--- config.mk ---
export PLATFORM = sky130hd
export DESIGN_NAME = mul_share_sched
export DESIGN_NICKNAME = d
export VERILOG_FILES = /design/src/rtl/mul_share_sched.sv
export SDC_FILE = /design/constraint.sdc
export NUM_CORES = 1
export LEC_CHECK = 0
export CORE_MARGIN = 1.5
export CORE_UTILIZATION = 45
export DETAILED_ROUTE_END_ITERATION = 8
export PLACE_DENSITY = 0.77
export SYNTH_ARGS = -nofsm -noshare
export SYNTH_HDL_FRONTEND = slang
export SYNTH_SLANG_ARGS = --single-unit
--- constraint.sdc ---
create_clock -name clk -period 2.4 [get_ports clk]
set_input_delay 0.6 -clock clk [delete_from_list [all_inputs] [get_ports clk]]
set_output_delay 0.6 -clock clk [all_outputs]
set_load 0.02 [all_outputs]
--- src/rtl/mul_share_sched.sv ---
// Round-robin scheduler that shares one shift-and-add multiplier between NREQ requesters.
// The winner's operands are captured, B is consumed LSB first, and the tagged product is returned on a valid/ready port.
module mul_share_sched #(
  parameter  int NREQ = 4,
  parameter  int AW   = 4,
  parameter  int BW   = 3,
  localparam int IDW  = $clog2(NREQ)
) (
  input  logic                clk,
  input  logic                rst,
  input  logic [NREQ-1:0]     req,
  input  logic [NREQ*AW-1:0]  a_in,
  input  logic [NREQ*BW-1:0]  b_in,
  output logic [NREQ-1:0]     gnt,
  output logic                res_valid,
  input  logic                res_ready,
  output logic [AW+BW-1:0]    res_data,
  output logic [IDW-1:0]      res_id,
  output logic                busy
);

  localparam int CW = $clog2(BW + 1);
  localparam int PW = AW + BW;

  typedef enum logic [1:0] {IDLE, MUL, DONE} state_t;

  state_t          state_q, state_d;
  logic [IDW-1:0]  last_q, last_d;
  logic [IDW-1:0]  id_q, id_d;
  logic [AW-1:0]   a_q, a_d;
  logic [BW-1:0]   b_q, b_d;
  logic [PW-1:0]   acc_q, acc_d;
  logic [CW-1:0]   cnt_q, cnt_d;
  logic            res_valid_q, res_valid_d;
  logic [PW-1:0]   res_data_q, res_data_d;
  logic [IDW-1:0]  res_id_q, res_id_d;
  logic            busy_q, busy_d;

  logic            win_found;
  logic [IDW-1:0]  win;
  logic [IDW-1:0]  scan_idx;
  logic [PW-1:0]   pp;

  // Search starts just after the last winner, so a re-requesting winner ends up last.
  always_comb begin
    win_found = 1'b0;
    win       = '0;
    scan_idx  = '0;
    for (int k = 1; k <= NREQ; k++) begin
      scan_idx = IDW'((int'(last_q) + k) % NREQ);
      if (!win_found && req[scan_idx]) begin
        win_found = 1'b1;
        win       = scan_idx;
      end
    end
  end

  assign gnt = (state_q == IDLE && win_found && !rst)
               ? ({{(NREQ-1){1'b0}}, 1'b1} << win) : '0;

  always_comb begin
    state_d     = state_q;
    last_d      = last_q;
    id_d        = id_q;
    a_d         = a_q;
    b_d         = b_q;
    acc_d       = acc_q;
    cnt_d       = cnt_q;
    res_valid_d = res_valid_q;
    res_data_d  = res_data_q;
    res_id_d    = res_id_q;
    busy_d      = busy_q;
    pp          = {{BW{1'b0}}, a_q & {AW{b_q[cnt_q]}}};
    case (state_q)
      IDLE: begin
        if (win_found) begin
          a_d     = a_in[int'(win)*AW +: AW];
          b_d     = b_in[int'(win)*BW +: BW];
          id_d    = win;
          last_d  = win;
          acc_d   = '0;
          cnt_d   = '0;
          state_d = MUL;
          busy_d  = 1'b1;
        end
      end
      MUL: begin
        acc_d = acc_q + (pp << cnt_q);
        cnt_d = cnt_q + CW'(1);
        if (cnt_q == CW'(BW - 1)) begin
          state_d     = DONE;
          res_valid_d = 1'b1;
          res_data_d  = acc_d;
          res_id_d    = id_q;
        end
      end
      DONE: begin
        if (res_ready) begin
          state_d     = IDLE;
          res_valid_d = 1'b0;
          busy_d      = 1'b0;
        end
      end
      default: state_d = IDLE;
    endcase
  end

  always_ff @(posedge clk or posedge rst) begin
    if (rst) begin
      state_q     <= IDLE;
      last_q      <= IDW'(NREQ - 1);
      id_q        <= '0;
      a_q         <= '0;
      b_q         <= '0;
      acc_q       <= '0;
      cnt_q       <= '0;
      res_valid_q <= 1'b0;
      res_data_q  <= '0;
      res_id_q    <= '0;
      busy_q      <= 1'b0;
    end else begin
      state_q     <= state_d;
      last_q      <= last_d;
      id_q        <= id_d;
      a_q         <= a_d;
      b_q         <= b_d;
      acc_q       <= acc_d;
      cnt_q       <= cnt_d;
      res_valid_q <= res_valid_d;
      res_data_q  <= res_data_d;
      res_id_q    <= res_id_d;
      busy_q      <= busy_d;
    end
  end

  assign res_valid = res_valid_q;
  assign res_data  = res_data_q;
  assign res_id    = res_id_q;
  assign busy      = busy_q;

endmodule
==> flow_metrics.env <==
export IMPL_cp_arrival_ns=1.94
export IMPL_placement_io_buffers=49
export IMPL_path_delay_family="flip-flops"
export IMPL_fin_ws_ns=-0.1447
export IMPL_die_w_um=70.78
export IMPL_fp_dieH_um=70.78
export IMPL_cp_max_fo=4
export IMPL_finalHoldViolCount=0
export IMPL_p_leak_nw=1.332
export IMPL_numCtsBuffers=5
export IMPL_num_rows=24
export IMPL_ir_worst_vdd_v=0.0005874
export IMPL_start_util_pct=47.15
export IMPL_ys_types=49
export IMPL_synthArstFlopShare_pct=100.0
export IMPL_dpl_hpwl_mm=3.720
export IMPL_clkPwrFrac_pct=9.9
export IMPL_vias=1957
export IMPL_n_antenna_cell=0
export IMPL_postPlaceCellArea_mm2=0.002823
export IMPL_syn_nets=266
export IMPL_grtUsageTotal_pct=21.27
export IMPL_max_slew_margin_pct=72.52
export IMPL_synth_warning_count=0
export IMPL_grt_pass1_vias=1868
export IMPL_violations="setup timing"
export IMPL_die_area_mm2=0.005009
export IMPL_worst_skew_pair_late_latency_ns=0.30
export IMPL_finalWeightedCongestion=0.7635
export IMPL_drtAntennaViolNets=0
export IMPL_endpoint_kind="primary output"
export IMPL_grt_first_pass_wirelength_mm=8.542
export IMPL_timing_fmax_mhz=393.0
export IMPL_ys_seq_area_share_pct=40.07
export IMPL_outcome="complete, but fails checks"
export IMPL_root_buffer="clkbuf_8"
export IMPL_grt_max_degree=34
export IMPL_critical_path_max_stage_delay_ns=0.59
export IMPL_seq_area_um2=829.5
export IMPL_htreeDepth=2
export IMPL_area_growth_pct=52.42
export IMPL_worstPathCellList="mux2i_2, o22ai_2, or3_4, nor3b_2, buf_4"
export IMPL_synthFlopType="dfrtp_1"
export IMPL_p_int_mw=2.520
export IMPL_p_comb_share_pct=65.4
export IMPL_setup_viol=8
export IMPL_synth_seq_cells=33
export IMPL_n_fill_cell=324
export IMPL_worstHoldPathType="flop to flop"
export IMPL_finalCriticalPeriod_ns=2.545
export IMPL_rsz0062_at_grt="true"
export IMPL_holdWs_ns=0.4801
export IMPL_startpoint_type="flop"
export IMPL_cp_data_required_time_ns=1.80
export IMPL_wl_mm=5.242
export IMPL_path_buf_inv=1
export IMPL_core_mm2=0.004384
export IMPL_antenna_found_initial=0
export IMPL_critPathKind="flop to primary output"
export IMPL_nets=350
export IMPL_power_switching_mw=1.815
export IMPL_tightestPinTransition_ns=0.4122
export IMPL_drt_iter0_markers=93
export IMPL_grt_ovfl_total=0
export IMPL_synth_edf_count=0
export IMPL_cts_path_max_buffers=2
export IMPL_skew_ns=0.004959
export IMPL_tritoncts="done"
export IMPL_slew_violations=0
export IMPL_ios=50
export IMPL_cts_sinks=33
export IMPL_power_density_mw_per_mm2=1376
export IMPL_syn_area_mm2=0.002067
export IMPL_critPathSlowestCell="dfstp_2"
export IMPL_drive_gt1_share_pct=34.64
export IMPL_fin_area_mm2=0.003151
export IMPL_avgSynthCellArea_um2=9.353
export IMPL_drc=0
export IMPL_multi_input_area_mm2=0.001343
export IMPL_dr_pass1_iters=4
export IMPL_clk_pin_slew_worst_paths_ns=0.08
export IMPL_wl_per_cell_um=14.64
export IMPL_pwr_share_seq_pct=24.7
export IMPL_via_per_inst=5.466
export IMPL_post_route_period_util_pct=106.0
export IMPL_maxCapViolCount=0
export IMPL_synthCells=221
export IMPL_cts_hold_buffers=0
export IMPL_final_util_pct=71.86
export IMPL_switching_share_pct=41.87
[logic make-up after synthesis]
logic type	Yosys count	synth area share, %
and+or+nand+nor	81	19.85
AOI/OAI and AO/OA	59	20.40
DFF	33	40.07
buffers and inverters	20	4.479
muxes	15	7.506
adders and majority gates	10	6.417
xor gates and xnor gates	3	1.271
[what timing repair did]
item,CTS,global route
pin swaps,14,13
setup endpoints to repair,11,10
setup buffers,5,4
resized for setup,51,34
[synth_stat cells (2+ instances only)]
cell | count | share of area, %
or4_1 | 2 | 0.73
dfstp_2 | 2 | 2.5
mux2i_1 | 11 | 5.3
a21oi_1 | 7 | 1.7
nor3_1 | 10 | 2.4
nand2_1 | 26 | 4.7
inv_1 | 10 | 1.8
or3_1 | 3 | 0.91
a21boi_0 | 2 | 0.73
mux2_2 | 4 | 2.2
clkbuf_1 | 6 | 1.1
xnor2_1 | 2 | 0.85
buf_6 | 2 | 1.1
nand3_1 | 3 | 0.73
nor2_1 | 17 | 3.1
a211oi_1 | 10 | 3.6
nand2b_1 | 2 | 0.61
nor4b_1 | 2 | 0.85
o22a_1 | 2 | 0.85
o21ai_0 | 19 | 4.6
o21a_1 | 3 | 1.1
nor3b_1 | 3 | 1.1
and3_1 | 2 | 0.61
or2b_1 | 2 | 0.73
a211oi_2 | 6 | 3.6
ha_1 | 9 | 5.4
dfrtp_1 | 31 | 38
nor2b_1 | 2 | 0.61
[registers in the layout (all words and copies together), names as in the netlist]
| signal | cells |
|---|---|
| cnt_q | 2 |
| a_q | 4 |
| res_data | 7 |
| id_q | 2 |
| busy | 1 |
| res_id | 2 |
| state_q | 2 |
| res_valid | 1 |
| last_q | 2 |
| acc_q | 7 |
| b_q | 3 |
[layout by cell type (no fill, tap or decap), types with 2 or more instances in the layout]
cell             instances
nor4b_1                  2
ha_1                     5
or2b_1                   2
o21a_1                   3
or4_1                    2
ha_4                     3
a211oi_2                 7
inv_1                    9
dfrtp_1                 30
or3_4                    4
o21ai_2                  3
o21ai_1                  2
nor3b_1                  2
nor3_1                   8
nand2b_1                 2
a21boi_2                 2
buf_2                    2
buf_4                   36
nor2_1                  13
nor3_2                   2
nand3_1                  2
clkinvlp_4               3
nor2_2                   2
mux2i_2                  2
a21oi_2                  3
dfstp_2                  2
nor2b_1                  2
mux2_2                   4
a21oi_1                  4
o21ai_0                 14
buf_6                    7
nor2_4                   2
clkdlybuf4s50_1         41
mux2i_1                  9
a211oi_1                 9
nand2_1                 26
clkbuf_8                 5
[per-stage QoR]
stage                     setup TNS, ns  power, mW  setup WS [ns]  instances
after CTS                       -0.3382      3.955        -0.1262        354
after floorplan                 -0.3350      2.563        -0.1582        221
after global routing             -1.044      4.697        -0.1944        358
after global placement           -5.232      3.298        -0.8780        341
final                           -0.5046      4.335        -0.1447        358
after detailed placement         -6.067      3.386        -0.9582        341
[cell type report]
class	instances	share of cell area [%]
Clock inverter	3	0.7149
Inverter	10	1.191
Clock buffer	5	2.184
Multi-Input combinational cell	168	42.61
Tap cell	52	2.065
Sequential cell	33	26.33
Timing Repair Buffer	87	24.90
[power by group through the flow]
stage | logic, mW | registers, mW | clock network [mW]
after CTS | 2.46 | 1.05 | 0.437
after detailed placement | 2.32 | 1.07 | 0
after global placement | 2.25 | 1.05 | 0
final | 2.84 | 1.07 | 0.431
after floorplan | 1.46 | 1.10 | 0
after global routing | 3.12 | 1.11 | 0.470
[worst paths after layout]
check	startpoint	end	cells past startpoint	slack, ns
max in group asynchronous	rst	last_q[1]$_DFFE_PP1P_	3	1.20
min in group asynchronous	rst	b_q[2]$_DFFE_PP0P_	3	0.87
worst max register to register	cnt_q[1]$_DFFE_PP0P_	acc_q[5]$_DFFE_PP0P_	10	-0.08
worst max-delay path	last_q[1]$_DFFE_PP1P_	gnt[0]	5	-0.14
worst min register to register	res_data[3]$_DFFE_PP0P_	res_data[3]$_DFFE_PP0P_	2	0.48
worst min-delay path	res_data[3]$_DFFE_PP0P_	res_data[3]$_DFFE_PP0P_	2	0.48
[metal layers]
| metal | track usage, % | share of wire (%) | vias to the layer above |
|---|---|---|---|
| met5 | 0 | 0 | - |
| met4 | 8.386 | 1.4 | 0 |
| met3 | 4.274 | 5.2 | 7 |
| met2 | 35.31 | 51 | 62 |
| met1 | 27.35 | 42 | 923 |
| li1 | - | - | 965 |
[worst reg2reg max path: stages, from the launching register on]
cell and delay (ns):
dfrtp_1 0.42, mux2i_1 0.13, o22a_2 0.26, or3_4 0.42, inv_2 0.07, ha_4 0.20, nand3_4 0.06, a21boi_2 0.05
o21a_1 0.18, or3_4 0.33, a32o_1 0.24
(Power assumes the default switching activity.)
